--- src/rtl/stepper_pkg.sv ---
// Shared constants and FSM state type for the stepper move sequencer.
package stepper_pkg;

    localparam logic [1:0] ADDR_CTRL    = 2'd0;
    localparam logic [1:0] ADDR_STEPS   = 2'd1;
    localparam logic [1:0] ADDR_HALFPER = 2'd2;
    localparam logic [1:0] ADDR_STATUS  = 2'd3;

    localparam int unsigned CTRL_START = 0;
    localparam int unsigned CTRL_ABORT = 1;
    localparam int unsigned CTRL_DIR   = 2;
    localparam int unsigned CTRL_MS1   = 3;
    localparam int unsigned CTRL_MS2   = 4;

    localparam int unsigned MIN_HALFPER = 2;

    typedef enum logic [2:0] {
        StIdle,
        StSetup,
        StHigh,
        StLow,
        StDone
    } state_e;

endpackage

--- src/rtl/stepper_move_sequencer_if.sv ---
// APB3 bus bundle between the fabric master and the stepper sequencer.
interface stepper_move_sequencer_if;

    logic        PSEL;
    logic        PENABLE;
    logic        PWRITE;
    logic [31:0] PADDR;
    logic [31:0] PWDATA;
    logic [31:0] PRDATA;
    logic        PREADY;
    logic        PSLVERR;

    modport master (
        output PSEL, PENABLE, PWRITE, PADDR, PWDATA,
        input  PRDATA, PREADY, PSLVERR
    );

    modport slave (
        input  PSEL, PENABLE, PWRITE, PADDR, PWDATA,
        output PRDATA, PREADY, PSLVERR
    );

endinterface

--- src/rtl/stepper_rate_timer.sv ---
// Loadable down-counter; expire is high while the count sits at zero, so a load
// of N keeps the owning state active for N+1 cycles.
module stepper_rate_timer #(
    parameter int unsigned PER_W = 16
) (
    input  logic             PCLK,
    input  logic             PRESERN,
    input  logic             load,
    input  logic [PER_W-1:0] value,
    output logic             expire
);

    logic [PER_W-1:0] cnt_q;

    always_ff @(posedge PCLK or negedge PRESERN) begin
        if (!PRESERN) begin
            cnt_q <= '0;
        end else if (load) begin
            cnt_q <= value;
        end else if (cnt_q != '0) begin
            cnt_q <= cnt_q - PER_W'(1);
        end
    end

    assign expire = (cnt_q == '0);

endmodule

--- src/rtl/stepper_move_sequencer.sv ---
// APB3 slave that issues a programmed burst of STEP pulses to one stepper driver,
// honouring the direction-dependent limit switch before every pulse.
module stepper_move_sequencer
    import stepper_pkg::*;
#(
    parameter int unsigned CNT_W     = 16,
    parameter int unsigned PER_W     = 16,
    parameter int unsigned DIR_SETUP = 8
) (
    input  logic                     PCLK,
    input  logic                     PRESERN,
    stepper_move_sequencer_if.slave  apb,
    output logic                     MS1,
    output logic                     MS2,
    output logic                     DIR,
    output logic                     STEP,
    input  logic                     SW,
    input  logic                     SW2
);

    state_e           state_q, state_d;
    logic [CNT_W-1:0] steps_q, rem_q, rem_d;
    logic [PER_W-1:0] halfper_q, hp_eff, hp_load, tmr_value;
    logic             done_q, done_d, lim_q, lim_d;
    logic             dir_q, dir_d, step_q;
    logic [1:0]       ms_q, ms_d;
    logic             sw_meta_q, sw_sync_q, sw2_meta_q, sw2_sync_q;
    logic             tmr_load, tmr_expire, limit_hit, busy;
    logic             wr_en, wr_ctrl, rd_setup, start_req, abort_req;
    logic [1:0]       addr;
    logic [31:0]      rdata, prdata_q;
    logic             unused_apb;

    assign addr      = apb.PADDR[3:2];
    assign wr_en     = apb.PSEL & apb.PENABLE & apb.PWRITE;
    assign rd_setup  = apb.PSEL & ~apb.PENABLE & ~apb.PWRITE;
    assign wr_ctrl   = wr_en && (addr == ADDR_CTRL);
    // ABORT in the same write suppresses START.
    assign start_req = wr_ctrl & apb.PWDATA[CTRL_START] & ~apb.PWDATA[CTRL_ABORT];
    assign abort_req = wr_ctrl & apb.PWDATA[CTRL_ABORT];
    assign busy      = (state_q != StIdle);

    assign apb.PREADY  = 1'b1;
    assign apb.PSLVERR = 1'b0;
    assign apb.PRDATA  = prdata_q;
    assign unused_apb  = ^{apb.PADDR[31:4], apb.PADDR[1:0], apb.PWDATA};

    always_ff @(posedge PCLK or negedge PRESERN) begin
        if (!PRESERN) begin
            sw_meta_q  <= 1'b0;
            sw_sync_q  <= 1'b0;
            sw2_meta_q <= 1'b0;
            sw2_sync_q <= 1'b0;
        end else begin
            sw_meta_q  <= SW;
            sw_sync_q  <= sw_meta_q;
            sw2_meta_q <= SW2;
            sw2_sync_q <= sw2_meta_q;
        end
    end

    always_ff @(posedge PCLK or negedge PRESERN) begin
        if (!PRESERN) begin
            steps_q   <= '0;
            halfper_q <= '0;
        end else if (wr_en && !busy) begin
            if (addr == ADDR_STEPS)   steps_q   <= apb.PWDATA[CNT_W-1:0];
            if (addr == ADDR_HALFPER) halfper_q <= apb.PWDATA[PER_W-1:0];
        end
    end

    assign hp_eff    = (halfper_q < PER_W'(MIN_HALFPER)) ? PER_W'(MIN_HALFPER) : halfper_q;
    assign hp_load   = hp_eff - PER_W'(1);
    assign limit_hit = dir_q ? sw_sync_q : sw2_sync_q;

    stepper_rate_timer #(
        .PER_W (PER_W)
    ) u_timer (
        .PCLK    (PCLK),
        .PRESERN (PRESERN),
        .load    (tmr_load),
        .value   (tmr_value),
        .expire  (tmr_expire)
    );

    always_comb begin
        state_d   = state_q;
        rem_d     = rem_q;
        done_d    = done_q;
        lim_d     = lim_q;
        dir_d     = dir_q;
        ms_d      = ms_q;
        tmr_load  = 1'b0;
        tmr_value = '0;
        unique case (state_q)
            StIdle: begin
                if (start_req) begin
                    if (steps_q != '0) begin
                        state_d   = StSetup;
                        dir_d     = apb.PWDATA[CTRL_DIR];
                        ms_d      = {apb.PWDATA[CTRL_MS2], apb.PWDATA[CTRL_MS1]};
                        rem_d     = steps_q;
                        done_d    = 1'b0;
                        lim_d     = 1'b0;
                        tmr_load  = 1'b1;
                        tmr_value = PER_W'(DIR_SETUP);
                    end else begin
                        done_d = 1'b1;
                    end
                end
            end
            StSetup, StLow: begin
                if (abort_req) begin
                    state_d = StDone;
                end else if (tmr_expire) begin
                    // Limit is sampled just before a pulse would start.
                    if (state_q == StLow && rem_q == '0) begin
                        state_d = StDone;
                    end else if (limit_hit) begin
                        lim_d   = 1'b1;
                        state_d = StDone;
                    end else begin
                        state_d   = StHigh;
                        tmr_load  = 1'b1;
                        tmr_value = hp_load;
                    end
                end
            end
            StHigh: begin
                if (abort_req) begin
                    state_d = StDone;
                end else if (tmr_expire) begin
                    state_d   = StLow;
                    tmr_load  = 1'b1;
                    tmr_value = hp_load;
                    if (rem_q != '0) rem_d = rem_q - CNT_W'(1);
                end
            end
            StDone: begin
                done_d  = 1'b1;
                state_d = StIdle;
            end
            default: state_d = StIdle;
        endcase
    end

    always_ff @(posedge PCLK or negedge PRESERN) begin
        if (!PRESERN) begin
            state_q <= StIdle;
            rem_q   <= '0;
            done_q  <= 1'b0;
            lim_q   <= 1'b0;
            dir_q   <= 1'b0;
            ms_q    <= 2'b00;
            step_q  <= 1'b0;
        end else begin
            state_q <= state_d;
            rem_q   <= rem_d;
            done_q  <= done_d;
            lim_q   <= lim_d;
            dir_q   <= dir_d;
            ms_q    <= ms_d;
            step_q  <= (state_d == StHigh);
        end
    end

    assign DIR  = dir_q;
    assign MS1  = ms_q[0];
    assign MS2  = ms_q[1];
    assign STEP = step_q;

    always_comb begin
        rdata = '0;
        case (addr)
            ADDR_STEPS:   rdata = 32'(steps_q);
            ADDR_HALFPER: rdata = 32'(halfper_q);
            ADDR_STATUS: begin
                rdata[0]     = busy;
                rdata[1]     = done_q;
                rdata[2]     = lim_q;
                rdata[3]     = sw_sync_q;
                rdata[4]     = sw2_sync_q;
                rdata[31:16] = 16'(rem_q);
            end
            default:      rdata = '0;
        endcase
    end

    // Captured in the setup phase so PRDATA is stable throughout the access phase.
    always_ff @(posedge PCLK or negedge PRESERN) begin
        if (!PRESERN) begin
            prdata_q <= '0;
        end else if (rd_setup) begin
            prdata_q <= rdata;
        end
    end

endmodule

--- src/flat_wrapper.sv ---
// flat-port wrapper written by rule: the top's interface ports become plain ports
module stepper_move_sequencer_flat import stepper_pkg::*;
#(
    parameter int unsigned CNT_W     = 16,
    parameter int unsigned PER_W     = 16,
    parameter int unsigned DIR_SETUP = 8
)
  (PCLK, PRESERN, MS1, MS2, DIR, STEP, SW, SW2, apb_PSEL, apb_PENABLE, apb_PWRITE, apb_PADDR, apb_PWDATA, apb_PRDATA, apb_PREADY, apb_PSLVERR);
  stepper_move_sequencer_if apb_i ();
  input  logic PCLK;
  input  logic PRESERN;
  output logic MS1;
  output logic MS2;
  output logic DIR;
  output logic STEP;
  input  logic SW;
  input  logic SW2;
  input wire logic [$bits(apb_i.PSEL)-1:0] apb_PSEL;
  input wire logic [$bits(apb_i.PENABLE)-1:0] apb_PENABLE;
  input wire logic [$bits(apb_i.PWRITE)-1:0] apb_PWRITE;
  input wire logic [$bits(apb_i.PADDR)-1:0] apb_PADDR;
  input wire logic [$bits(apb_i.PWDATA)-1:0] apb_PWDATA;
  output wire logic [$bits(apb_i.PRDATA)-1:0] apb_PRDATA;
  output wire logic [$bits(apb_i.PREADY)-1:0] apb_PREADY;
  output wire logic [$bits(apb_i.PSLVERR)-1:0] apb_PSLVERR;
  assign apb_i.PSEL = apb_PSEL;
  assign apb_i.PENABLE = apb_PENABLE;
  assign apb_i.PWRITE = apb_PWRITE;
  assign apb_i.PADDR = apb_PADDR;
  assign apb_i.PWDATA = apb_PWDATA;
  assign apb_PRDATA = apb_i.PRDATA;
  assign apb_PREADY = apb_i.PREADY;
  assign apb_PSLVERR = apb_i.PSLVERR;
  stepper_move_sequencer #(.CNT_W(CNT_W), .PER_W(PER_W), .DIR_SETUP(DIR_SETUP)) u_core (.PCLK(PCLK), .PRESERN(PRESERN), .apb(apb_i), .MS1(MS1), .MS2(MS2), .DIR(DIR), .STEP(STEP), .SW(SW), .SW2(SW2));
endmodule
--- config.mk ---
export PLATFORM = sky130hd
export DESIGN_NAME = stepper_move_sequencer_flat
export DESIGN_NICKNAME = d
export VERILOG_FILES = /design/src/rtl/stepper_pkg.sv /design/src/rtl/stepper_move_sequencer_if.sv /design/src/rtl/stepper_rate_timer.sv /design/src/rtl/stepper_move_sequencer.sv /design/src/flat_wrapper.sv
export SDC_FILE = /design/constraint.sdc
export NUM_CORES = 1
export LEC_CHECK = 0
export CORE_MARGIN = 8
export CORE_UTILIZATION = 56
export DETAILED_ROUTE_END_ITERATION = 16
export GPL_ROUTABILITY_DRIVEN = 1
export MAX_ROUTING_LAYER = met4
export PLACE_DENSITY = 0.93
export SETUP_SLACK_MARGIN = 0.05
export SYNTH_ARGS = -nofsm -noshare
export SYNTH_HDL_FRONTEND = slang
export SYNTH_SLANG_ARGS = --single-unit
--- constraint.sdc ---
create_clock -name PCLK -period 8.4 [get_ports PCLK]
set_input_delay 1.68 -clock PCLK [delete_from_list [all_inputs] [get_ports PCLK]]
set_output_delay 1.68 -clock PCLK [all_outputs]
set_load 0.03 [all_outputs]
==> results.py <==
metrics = {
    "floorplanning": {
        "dieHeight_um": 115.9,
        "die_area_mm2": 0.01344,
        "num_rows": 36,
        "coreArea_mm2": 0.009729,
        "ios": 109,
        "initial_utilization_pct": 57.48,
        "die_w_um": 115.9,
    },
    "worst_hold_path": {
        "min_path_cells": 0,
        "hold_class": "reg2reg",
    },
    "timing": {
        "finalCritPeriodShare_pct": 54.97,
        "skew_ns": 0.01805,
        "min_period_ns": 4.617,
        "worstMarginPinSlew_ns": 0.9670,
        "setup_violations": 0,
        "drv_slew": 0,
        "slew-limit-headroom_pct": 35.38,
        "max_freq_ghz": 0.2166,
        "hold_viol": 0,
        "rsz0062_at_grt": "false",
        "fin_tns_setup_ns": 0,
    },
    "place": {
        "io_buffers": 60,
        "post-dp-hpwl_um": 10120,
        "gp_congestion": 0.9569,
    },
    "critical_path": {
        "critPathRequiredTime_ns": 8.69,
        "path_cells": "clkdlybuf4s50_1, inv_1, ha_1, nand2_1, nor4_1, nand2_1, and2_1, a211o_1",
        "critical_path_depth": 8,
        "crit_top_cell": "nand2_1",
        "arrival_ns": 4.91,
        "cp_max_fo": 28,
        "cp_num_buf_inv": 2,
        "critPathKind": "in2reg",
        "cpPeakStageDelay_ns": 0.78,
        "crit_family": "simple AND/OR/NAND/NOR gates",
        "cp-start-kind": "input pin",
        "rr_worst_depth": 9,
        "slowest_stage": "nand2_1",
        "end_kind": "register",
    },
    "yosys": {
        "ys_async_sr_fraction_pct": 100.0,
        "ys_ff_latch": 109,
        "yosysSeqAreaShare_pct": 48.77,
        "avgSynthCellArea_um2": 9.881,
        "syn_inst": 566,
        "synth_area_leader_cell": "dfrtp_1",
        "yosys_warnings": 0,
        "synthDistinctLibCells": 56,
        "syn_nets": 645,
        "synthFlopType": "dfrtp_1",
        "ys_top_cells_by_count": "dfrtp_1 (109), nand2_1 (68), nor2_1 (64), mux2_2 (33), o21ai_0 (28)",
        "synthDominantCellAreaShare_pct": 48.77,
        "synthTopCellsByArea": "dfrtp_1 (49%), mux2_2 (6.6%), nand2_1 (4.6%), nor2_1 (4.3%), o21ai_0 (2.5%)",
        "synth_edf_count": 0,
        "synth_most_common_cell": "dfrtp_1",
        "synth_area_mm2": 0.005593,
    },
    "detailed_routing": {
        "routedWlPerCell_um": 18.97,
        "route.detailed.drc": 0,
        "vias": 4685,
        "first_pass_iters": 8,
        "viasPerCell": 6.306,
        "routed_wirelength_um": 14090,
        "drt-initial-drc-count": 333,
        "antenna_left": 0,
    },
    "grt": {
        "grt_use_total_pct": 22.24,
        "grt_overflow": 0,
        "antenna_found_initial": 0,
        "grt_pass1_vias": 4645,
        "grt_pass1_wl_um": 23000,
        "grt_max_degree": 71,
    },
    "pwr": {
        "power_frac_comb_pct": 31.2,
        "p_int_uw": 934.1,
        "power_density_mw_per_mm2": 232.7,
        "netSwitchingFraction_pct": 37.27,
        "leakage_uw": 0.002737,
        "p_clk_share_pct": 20.3,
        "ir_drop_mv": 0.1210,
        "seq_power_share_pct": 48.5,
        "p_sw_uw": 555.1,
    },
    "layout": {
        "nets": 684,
        "finish.utilization_pct": 65.77,
        "antenna-diode-count": 0,
        "syn_to_final_growth_pct": 14.41,
        "drive_gt1_share_pct": 10.16,
    },
    "clock_tree": {
        "cts.repair.resized": 0,
        "hold_buffers": 0,
        "clock-sinks": 109,
        "cts_buffers": 9,
        "htreeDepth": 3,
        "clk_latency_ns": 0.39,
        "tritoncts": "done",
        "post_cts_buffers": 0,
        "clk_pin_slew_ns": 0.11,
        "clk_path_buf_depth": 2,
        "cts_root_buffer": "clkbuf_8",
    },
    "status": {
        "outcome": "finished clean",
    },
    "run": {
        "maxCapViolCount": 0,
    },
}
==> layer usage <==
metal  routed length [um]  share of wire, %  track usage, %  vias to the layer above
li1                     -                 -               -                     2134
met1                 5759                41           27.02                     2253
met2                 6853                49           35.99                      260
met3                 1102               7.8           3.544                       38
met4                  376               2.7           9.767                        0
met5                    0                 0               -                        -
==> layout make-up <==
class | instances | area [um^2]
clock buffers | 10 | 127.6
well taps | 133 | 166.4
flip-flops and latches | 109 | 2728
clock inverters | 6 | 53.80
repair buffers | 63 | 620.6
multi-input cells | 411 | 2661
fillers | 806 | 3331
inverters | 11 | 41.29
==> stage by stage <==
stage	power (uW)	setup WS, ns	cell area, um^2	cells	hold slack [ns]
2_1_floorplan	1034	5.096	5593	566	0.3312
3_3_place_gp	1158	3.584	6217	727	0.3350
3_5_place_dp	1186	3.482	6217	727	0.3497
4_1_cts	1486	3.905	6399	743	0.3679
5_1_grt	1572	3.659	6399	743	0.3618
6_report	1489	3.783	6399	743	0.3633
==> layout by cell type, fill, tap and decap left out, types with 12 or more instances in the layout <==
cell type / instances
nand2_1: 68
clkdlybuf4s50_1: 59
a22oi_1: 12
nor2_1: 64
o21ai_0: 28
dfrtp_1: 109
a31oi_1: 14
mux2_2: 33
a21oi_1: 23
o22a_1: 13
nor3_1: 12
==> flip-flops by register name, indices dropped and copies added, names as in the netlist, 2 cells and up <==
| signal | count |
|---|---|
| u_core.u_timer.cnt_q | 16 |
| u_core.rem_q | 16 |
| u_core.state_q | 3 |
| u_core.steps_q | 16 |
| u_core.halfper_q | 16 |
| u_core.ms_q | 2 |
| u_core.apb.PRDATA | 32 |
==> power by group through the flow <==
stage | clock network [uW] | logic [uW] | registers, uW
6_report | 302 | 465 | 722
2_1_floorplan | 0 | 318 | 717
4_1_cts | 306 | 463 | 717
3_5_place_dp | 0 | 458 | 728
5_1_grt | 329 | 510 | 734
3_3_place_gp | 0 | 438 | 719
==> cells by family after synthesis <==
kind of cell,count (synthesis),synth area share [%]
AOI/OAI and AO/OA,140,17.88
DFF,109,48.77
muxes,36,7.181
adders and majority gates,8,1.790
buffers and inverters,46,3.736
other,2,0.1343
xor gates and xnor gates,21,3.288
and+or+nand+nor,204,17.23
==> worst paths after layout <==
| path | start | to | slack [ns] |
|---|---|---|---|
| setup / recovery | apb_PADDR[2] | u_core.rem_q[0]$_DFFE_PN0P_ | 3.78 |
| setup reg to reg | u_core.halfper_q[9]$_DFFE_PN0P_ | u_core.u_timer.cnt_q[10]$_DFFE_PN0P_ | 4.62 |
| hold / removal | u_core.sw2_meta_q$_DFF_PN0_ | u_core.sw2_sync_q$_DFF_PN0_ | 0.36 |
| hold reg to reg | u_core.sw2_meta_q$_DFF_PN0_ | u_core.sw2_sync_q$_DFF_PN0_ | 0.36 |
| max in group asynchronous | PRESERN | u_core.steps_q[10]$_DFFE_PN0P_ | 5.91 |
| min in group asynchronous | PRESERN | u_core.steps_q[0]$_DFFE_PN0P_ | 1.25 |
Power figures use the tool's default switching activity.
